[src/rtl/disp_sched.sv]
// disp_sched: digit scan, storage of the two 16-bit display halves, and round-robin write arbitration with frame-based ownership locks.
// Optional blink gating of the half enables is compiled in when DISP_SCHED_BLINK_EN is defined.
module disp_sched #(
  parameter int unsigned PRESCALE     = 1000,
  parameter int unsigned HOLD_FRAMES  = 4,
  parameter int unsigned BLINK_FRAMES = 32
) (
  input  logic        clock,
  input  logic        reset,
  input  logic        req_a,
  input  logic        req_b,
  input  logic        tgt_a,
  input  logic        tgt_b,
  input  logic [15:0] val_a,
  input  logic [15:0] val_b,
  output logic        ack_a,
  output logic        ack_b,
  input  logic        clear,
  input  logic        blink1,
  input  logic        blink2,
  output logic [15:0] outval1,
  output logic [15:0] outval2,
  output logic        display_out1,
  output logic        display_out2,
  output logic [2:0]  sel,
  output logic        frame
);
  localparam int unsigned CW = (PRESCALE > 1) ? $clog2(PRESCALE) : 1;
  localparam int unsigned LW = (HOLD_FRAMES > 0) ? $clog2(HOLD_FRAMES + 1) : 1;

  typedef enum logic [1:0] {OWN_NONE, OWN_A, OWN_B} owner_e;

  logic [CW-1:0] cnt_q, cnt_d;
  logic [2:0]    sel_q, sel_d;
  logic          frame_q, frame_d;
  logic          rr_q, rr_d;  // 0: A wins the next contested tie
  logic [15:0]   val_q [2];
  logic [15:0]   val_d [2];
  logic [1:0]    written_q, written_d;
  owner_e        owner_q [2];
  owner_e        owner_d [2];
  logic [LW-1:0] lock_q [2];
  logic [LW-1:0] lock_d [2];
  logic [1:0]    elig_a, elig_b;
  logic          wa, wb;

  always_comb begin
    cnt_d   = cnt_q + CW'(1);
    sel_d   = sel_q;
    frame_d = 1'b0;
    if (cnt_q == CW'(PRESCALE - 1)) begin
      cnt_d   = '0;
      sel_d   = sel_q + 3'd1;
      frame_d = (sel_q == 3'd7);
    end
  end

  always_comb begin
    for (int unsigned h = 0; h < 2; h++) begin
      elig_a[h] = (owner_q[h] != OWN_B) || (lock_q[h] == '0);
      elig_b[h] = (owner_q[h] != OWN_A) || (lock_q[h] == '0);
    end
    wa    = req_a && elig_a[tgt_a];
    wb    = req_b && elig_b[tgt_b];
    ack_a = 1'b0;
    ack_b = 1'b0;
    rr_d  = rr_q;
    if (reset && !clear) begin
      if (wa && wb && (tgt_a == tgt_b)) begin
        ack_a = !rr_q;
        ack_b = rr_q;
        rr_d  = !rr_q;
      end else begin
        ack_a = wa;
        ack_b = wb;
      end
    end
  end

  // Precedence per half: frame decrement, then accepted write, then clear.
  always_comb begin
    for (int unsigned h = 0; h < 2; h++) begin
      val_d[h]     = val_q[h];
      written_d[h] = written_q[h];
      owner_d[h]   = owner_q[h];
      lock_d[h]    = lock_q[h];
      if (frame_q && (lock_q[h] != '0)) begin
        lock_d[h] = lock_q[h] - LW'(1);
        if (lock_q[h] == LW'(1)) owner_d[h] = OWN_NONE;
      end
      if (ack_a && (tgt_a == h[0])) begin
        val_d[h]     = val_a;
        written_d[h] = 1'b1;
        owner_d[h]   = OWN_A;
        lock_d[h]    = LW'(HOLD_FRAMES);
      end
      if (ack_b && (tgt_b == h[0])) begin
        val_d[h]     = val_b;
        written_d[h] = 1'b1;
        owner_d[h]   = OWN_B;
        lock_d[h]    = LW'(HOLD_FRAMES);
      end
      if (clear) begin
        val_d[h]     = '0;
        written_d[h] = 1'b0;
        owner_d[h]   = OWN_NONE;
        lock_d[h]    = '0;
      end
    end
  end

  always_ff @(posedge clock) begin
    if (!reset) begin
      cnt_q     <= '0;
      sel_q     <= '0;
      frame_q   <= 1'b0;
      rr_q      <= 1'b0;
      written_q <= '0;
      for (int unsigned h = 0; h < 2; h++) begin
        val_q[h]   <= '0;
        owner_q[h] <= OWN_NONE;
        lock_q[h]  <= '0;
      end
    end else begin
      cnt_q     <= cnt_d;
      sel_q     <= sel_d;
      frame_q   <= frame_d;
      rr_q      <= rr_d;
      written_q <= written_d;
      for (int unsigned h = 0; h < 2; h++) begin
        val_q[h]   <= val_d[h];
        owner_q[h] <= owner_d[h];
        lock_q[h]  <= lock_d[h];
      end
    end
  end

`ifdef DISP_SCHED_BLINK_EN
  localparam int unsigned BW = (BLINK_FRAMES > 1) ? $clog2(BLINK_FRAMES) : 1;

  logic [BW-1:0] bcnt_q, bcnt_d;
  logic          phase_q, phase_d;
  logic [1:0]    disp_q, disp_d;

  always_comb begin
    bcnt_d  = bcnt_q;
    phase_d = phase_q;
    if (frame_q) begin
      if (bcnt_q == BW'(BLINK_FRAMES - 1)) begin
        bcnt_d  = '0;
        phase_d = !phase_q;
      end else begin
        bcnt_d = bcnt_q + BW'(1);
      end
    end
    disp_d = written_d & ~({blink2, blink1} & {2{~phase_d}});
  end

  always_ff @(posedge clock) begin
    if (!reset) begin
      bcnt_q  <= '0;
      phase_q <= 1'b0;
      disp_q  <= '0;
    end else begin
      bcnt_q  <= bcnt_d;
      phase_q <= phase_d;
      disp_q  <= disp_d;
    end
  end

  assign display_out1 = disp_q[0];
  assign display_out2 = disp_q[1];
`else
  logic unused_blink;
  assign unused_blink = blink1 ^ blink2 ^ (BLINK_FRAMES == 0);

  assign display_out1 = written_q[0];
  assign display_out2 = written_q[1];
`endif

  assign outval1 = val_q[0];
  assign outval2 = val_q[1];
  assign sel     = sel_q;
  assign frame   = frame_q;

endmodule

[config.mk]
export PLATFORM = sky130hd
export DESIGN_NAME = disp_sched
export DESIGN_NICKNAME = d
export VERILOG_FILES = /design/src/rtl/disp_sched.sv
export SDC_FILE = /design/constraint.sdc
export NUM_CORES = 1
export LEC_CHECK = 0
export CORE_ASPECT_RATIO = 0.75
export CORE_MARGIN = 1.5
export CORE_UTILIZATION = 53
export CTS_BUF_LIST = sky130_fd_sc_hd__clkbuf_8
export CTS_CLUSTER_DIAMETER = 200
export DETAILED_ROUTE_END_ITERATION = 8
export PLACE_DENSITY_LB_ADDON = 0.12
export SKIP_LAST_GASP = 1
export SYNTH_ARGS = -nofsm -noshare
export SYNTH_HDL_FRONTEND = slang
export SYNTH_SLANG_ARGS = --single-unit
[constraint.sdc]
create_clock -name clock -period 3.29 [get_ports clock]
set_input_delay 0.987 -clock clock [delete_from_list [all_inputs] [get_ports clock]]
set_output_delay 0.987 -clock clock [all_outputs]
set_load 0.01 [all_outputs]
==> flow_summary_export.csv, run 1 <==
group,metric,value,unit
status,status,"finished, final reports clean",
place,dp_hpwl,4790,um
logic_synthesis,ys_top_cells_by_count,"dfxtp_1 (59), a21oi_1 (39), nor2_1 (29)",
die,core_area,0.00504,sq mm
critical_path,cp_max_fo,2,
logic_synthesis,synth.distinct_cells,39,
logic_synthesis,yosys-top-cells-area,"dfxtp_1 (42%), a21oi_1 (6.9%), mux2i_1 (6.7%), and2_1 (4.4%), ha_1 (4.0%)",
critical_path,reg2reg_slack,1.17,ns
global_route,grt_first_pass_wirelength,11400,um
place,portBuffers,78,
die,die_h,66.5,um
place,place_congestion,0.839,
logic_synthesis,synth_edf_count,0,
sta,max_freq,312,MHz
global_route,grt_usage,25.9,%
global_route,grt_overflow,0,
final_layout,final_core_util,78.4,%
critical_path,reg2reg_depth,7,
cts,cts_root_buffer,"clkbuf_8",
cts,insertion_delay,0.34,ns
sta,finalClockSkew,0.00827,ns
final_layout,num_antenna_cells,0,
sta,fin_ws,0.0876,ns
cts,cts_tree,"done",
cts,cts_buffers,9,
sta,worst_pin_slew,0.592,ns
worst_hold_path,min_path_type,"reg -> reg",
job,max-cap-violations,0,
critical_path,path_class,"in -> out",
sta,setup_viol,0,
global_route,grt_start_max_net_pins,36,
global_route,antenna_found_initial,0,
logic_synthesis,synth_cells,339,
final_layout,syn_to_final_growth,38.7,%
final_layout,drive_above_1_share,10.0,%
critical_path,crit_arrival,2.22,ns
logic_synthesis,synth.most_common_cell,"dfxtp_1",
sta,final.period_utilization,97.3,%
place,placed_cells,486,
drt,vias,2664,
drt,wl_per_cell,13.9,um
critical_path,reg2reg_to,"val_q[0][15]",
logic_synthesis,yosys.area.top_type,"dfxtp_1",
power_and_ir_drop,power_per_cell_area,389,mW/mm^2
die,fp.dieW,87.6,um
drt,drc_errors,0,
drt,viasPerCell,5.31,
cts,path_clk_slew,0.07,ns
critical_path,reg2reg_from,"lock_q[0][0]",
cts,cts_setup_buffers,0,
drt,drtAntennaViolNets,0,
critical_path,crit_path_end_kind,"primary output",
sta,min_period,3.20,ns
cts,clockBufferDepth,2,
die,start_util,56.5,%
die,io_pins,81,
die,row_count,22,
worst_hold_path,min_from,"cnt_q[0]",
final_layout,fillerInstances,367,
logic_synthesis,synth_fp_nets,389,
cts,cts.sinks,59,
logic_synthesis,netlist_area,0.00285,sq mm
logic_synthesis,async_flop_share,0,%
logic_synthesis,synthFlopType,"dfxtp_1",
final_layout,instances_no_fill,502,
logic_synthesis,synth_seq_area_share,41.5,%
drt,drtPass1Iterations,4,
critical_path,critPathRequiredTime,2.30,ns
die,die_area,0.00582,sq mm
logic_synthesis,synth_top_area_share,41.5,%
global_route,grt_pass1_vias,2544,
drt,drtIter0Drc,104,
logic_synthesis,syn_avg_cell_area,8.39,sq um
sta,max_slew_margin,60.6,%
power_and_ir_drop,vdd.ir_drop.worst,0.274,mV
final_layout,fin_nets,475,
place,place_ws,-0.408,ns
power_and_ir_drop,leakagePower,0.00165,uW
cts,h-tree-depth,3,
sta,hold_viol,0,
critical_path,setup.worst_path.end,"ack_b",
logic_synthesis,yosys_warnings,0,
critical_path,startpoint,"clear",
critical_path,start_kind,"primary input",
sta,slew_viol_final,0,
cts,hold_buffers,0,
drt,wl,6970,um
logic_synthesis,ys_ff_latch,59,
flip-flops by register name (all words and copies together) (netlist names):
name,count
written_q,2
val_q,32
owner_q,4
sel,3
lock_q,6
rr_q,1
frame,1
cnt_q,10
stage by stage:
step / setup TNS, ns / area (sq um) / total power [uW] / hold WS [ns]
global placement: -0.777 / 3770 / 971 / 0.427
CTS: -0.202 / 3930 / 1540 / 0.448
finish: 0 / 3950 / 1540 / 0.449
detailed placement: -0.811 / 3770 / 973 / 0.436
floorplan: 0 / 2850 / 851 / 0.413
global route: -0.0150 / 3950 / 1590 / 0.484
routing by layer:
metal	part of all wire (%)	up-vias	wire length [um]	track usage, %
met3	5.8	15	407	7.06
li1	-	1336	-	-
met2	47	86	3270	42.6
met5	0	-	0	0
met4	1.8	0	127	11.7
met1	45	1227	3160	31.8
layout make-up:
| cell class | count | area, sq um | share of cell area (%) |
|---|---|---|---|
| Clock buffer | 10 | 138 | 3.49 |
| Inverter | 12 | 45.0 | 1.14 |
| Timing Repair Buffer | 98 | 930 | 23.5 |
| Multi-Input combinational cell | 245 | 1530 | 38.8 |
| Clock inverter | 6 | 32.5 | 0.824 |
| Sequential cell | 59 | 1180 | 29.9 |
| Tap cell | 72 | 90.1 | 2.28 |
what timing repair did:
item | 4_1_cts | 5_1_grt
pin swaps | 0 | 0
endpoints found under the setup margin | 2 | 2
hold endpoints to repair | 0 | 0
gates resized for setup | 3 | 3
placed cells by master, fill, tap and decap left out, types with 2 or more instances in the layout:
| cell type | n |
|---|---|
| a211oi_1 | 3 |
| a21o_1 | 2 |
| a21oi_1 | 39 |
| a31oi_1 | 4 |
| and2_1 | 20 |
| and3_1 | 4 |
| buf_4 | 20 |
| clkbuf_8 | 10 |
| clkdlybuf4s50_1 | 74 |
| clkinv_2 | 4 |
| dfxtp_1 | 59 |
| dlygate4sd2_1 | 3 |
| ha_1 | 9 |
| inv_1 | 13 |
| mux2i_1 | 19 |
| nand2_1 | 28 |
| nand2b_1 | 4 |
| nand3_1 | 22 |
| nand3b_1 | 2 |
| nand4b_1 | 2 |
| nor2_1 | 29 |
| nor2b_1 | 5 |
| nor3_1 | 5 |
| o211a_1 | 2 |
| o21ai_0 | 18 |
| xnor2_1 | 9 |
| xor2_1 | 3 |
cell families (layout without fill, tap and decap cells):
family	Yosys count	count (layout)	synth area share, %
AND/OR/NAND/NOR	128	128	22.6
AO/OA/AOI/OAI	77	77	16.4
flip-flops	59	59	41.5
buffers and inverters	35	126	5.15
multiplexers	19	19	6.68
XOR/XNOR	12	12	3.69
adder cells (fa/ha/maj)	9	9	3.96
critical path, stage by stage:
cell and delay, ns:
clkdlybuf4s50_1 0.41, nand2b_1 0.17, a31oi_2 0.18, nor3b_2 0.18
dlygate4sd2_1 0.28
power breakdown:
| part | internal [uW] | switching, uW |
|---|---|---|
| Combinational | 116 | 89.3 |
| Clock | 286 | 291 |
| Sequential | 739 | 15.6 |
worst min path at each step:
| stage | depth (start not counted) | to | slack (ns) |
|---|---|---|---|
| floorplan | 1 | cnt_q[0] | 0.41 |
| global placement | 1 | cnt_q[0] | 0.43 |
| detailed placement | 1 | cnt_q[0] | 0.44 |
| CTS | 1 | cnt_q[0] | 0.45 |
| global route | 2 | val_q[0][8] | 0.48 |
| finish | 1 | cnt_q[0] | 0.45 |
Note: power is estimated with default switching activity, not from simulation.
==> run 2, diff against run 1 <==
--- a/config.mk
+++ b/config.mk
@@ -7,8 +7,8 @@
 export LEC_CHECK = 0
 export CORE_ASPECT_RATIO = 0.75
 export CORE_MARGIN = 1.5
-export CORE_UTILIZATION = 53
-export CTS_BUF_LIST = sky130_fd_sc_hd__clkbuf_8
+export CORE_UTILIZATION = 51
+export CTS_BUF_LIST = sky130_fd_sc_hd__clkbuf_4 sky130_fd_sc_hd__clkbuf_8 sky130_fd_sc_hd__clkbuf_16
 export CTS_CLUSTER_DIAMETER = 200
 export DETAILED_ROUTE_END_ITERATION = 8
 export PLACE_DENSITY_LB_ADDON = 0.12
==> run 2 against run 1 <==
First-iteration DRC count increased by 43%. Critical path type unchanged. Die area increased by 3.8%. Largest power group unchanged. Flip-flop and latch count unchanged. Combinational power about the same.
==> flow_summary_export.csv, run 2 (synthesis results as in run 1) <==
group,metric,value,unit
place,place_congestion,0.894,
drt,drtIter0Drc,149,
global_route,antenna_found_initial,0,
final_layout,fin_nets,475,
power_and_ir_drop,leakagePower,0.00164,uW
drt,wl_per_cell,14.1,um
die,core_area,0.00535,sq mm
final_layout,num_antenna_cells,0,
final_layout,reg.largest.list,"val_q x32, cnt_q x10, lock_q x6",
drt,wl,7140,um
final_layout,finish.instance_area,0.00397,sq mm
critical_path,path_class,"in -> out",
final_layout,max_flop_register,"val_q",
cts,hold_buffers,0,
place,place_area,0.00380,sq mm
sta,max_freq,321,MHz
sta,min_period,3.11,ns
power_and_ir_drop,vdd.ir_drop.worst,0.303,mV
critical_path,reg2reg_to,"val_q[0][31]",
critical_path,crit_arrival,2.12,ns
critical_path,start_kind,"primary input",
place,portBuffers,78,
final_layout,most-common-layout-cells,"clkdlybuf4s50_1 (74), dfxtp_1 (59), a21oi_1 (39)",
global_route,grt_pass1_vias,2432,
die,start_util,53.2,%
die,die_area,0.00604,sq mm
status,status,"finished, final reports clean",
drt,drtPass1Iterations,4,
sta,rsz0062_at_grt,"no",
sta,hold_viol,0,
critical_path,critPathRequiredTime,2.30,ns
die,io_pins,81,
die,die_h,67.7,um
final_layout,drive_above_1_share,10.2,%
sta,hold-worst-slack,0.444,ns
final_layout,final_core_util,74.2,%
cts,path_clk_slew,0.07,ns
critical_path,reg2reg_from,"lock_q[0][3]",
global_route,grt_start_max_net_pins,31,
global_route,grt_overflow,0,
global_route,grt_first_pass_wirelength,11200,um
cts,clockBufferDepth,2,
worst_hold_path,min_from,"cnt_q[0]",
cts,cts.sinks,59,
sta,setup_viol,0,
place,dp_hpwl,5040,um
worst_hold_path,holdPathStages,1,
cts,insertion_delay,0.34,ns
sta,finalClockSkew,0.00805,ns
die,fp.dieW,89.2,um
critical_path,reg2reg_slack,1.24,ns
cts,cts_buffers,9,
critical_path,reg2reg_depth,8,
sta,final.period_utilization,94.6,%
critical_path,cp_max_fo,2,
worst_hold_path,min_path_type,"reg -> reg",
power_and_ir_drop,power_per_cell_area,388,mW/mm^2
cts,cts_tree,"done",
cts,h-tree-depth,3,
cts,cts_root_buffer,"clkbuf_8",
sta,max_slew_margin,74.5,%
global_route,grt_usage,24.8,%
final_layout,syn_to_final_growth,39.7,%
cts,cts_setup_buffers,0,
final_layout,largest_reg_flops,32,
drt,viasPerCell,5.26,
critical_path,crit_path_end_kind,"primary output",
drt,drtAntennaViolNets,0,
drt,vias,2655,
job,max-cap-violations,0,
final_layout,final_common_cell,"clkdlybuf4s50_1",
sta,worst_pin_slew,0.382,ns
sta,slew_viol_final,0,
die,row_count,23,
worst_hold_path,min_to,"cnt_q[0]",
drt,drc_errors,0,
run 2: cell count changes in the layout (fill, tap and decap cells not counted), sizes merged:
| cell | previous run | this run |
|---|---|---|
| clkinv | 5 | 3 |
| clkinvlp | 0 | 3 |
| dlygate4sd2 | 3 | 2 |
run 2: critical path, cell delays in order:
cell	delay, ns
clkdlybuf4s50_1	0.41
nand2b_1	0.16
a31oi_1	0.20
nor3b_2	0.21
clkbuf_2	0.16
run 2: layout make-up:
class                      instances  area (sq um)
clock inverter                     7          53.8
tap                               75          93.8
multi-input combinational        245          1530
sequential                        59          1180
inverter                          12          45.0
fill                             434          1380
timing repair buffer              98           951
clock buffer                       9           124
run 2: what timing repair did:
action                                  CTS  global route
cloned                                    0             0
pin swaps                                 0             0
endpoints found under the setup margin    2             2
gates resized for setup                   3             4
endpoints found under the hold margin     0             0
run 2: power by group:
part	leakage [uW]	total (uW)	switching [uW]	internal, uW
registers	0.000480	754	14.6	739
clock network	0.0000818	584	308	276
logic	0.00108	205	89.6	116
run 2: metrics by stage:
stage	total power (uW)	std cells	setup TNS [ns]	setup slack, ns
detailed placement	975	489	-0.781	-0.397
CTS	1560	505	-0.215	-0.215
finish	1540	505	0	0.179
floorplan	851	339	0	0.448
global route	1610	505	0	0.106
global placement	971	489	-0.751	-0.379
run 2: worst max-delay path by stage:
stage / startpoint / to / slack (ns)
floorplan: tgt_a / ack_b / 0.45
global placement: tgt_a / ack_b / -0.38
detailed placement: tgt_a / ack_b / -0.40
CTS: req_a / ack_a / -0.21
global route: tgt_b / ack_a / 0.11
finish: clear / ack_b / 0.18
run 2: layer usage:
metal | wire length [um] | part of all wire [%] | up-vias | track usage [%]
met5 | 0 | 0 | - | 0
li1 | - | - | 1337 | -
met3 | 464 | 6.5 | 6 | 9.66
met4 | 61 | 0.85 | 0 | 6.92
met1 | 3280 | 46 | 1225 | 30.6
met2 | 3340 | 47 | 87 | 40.4
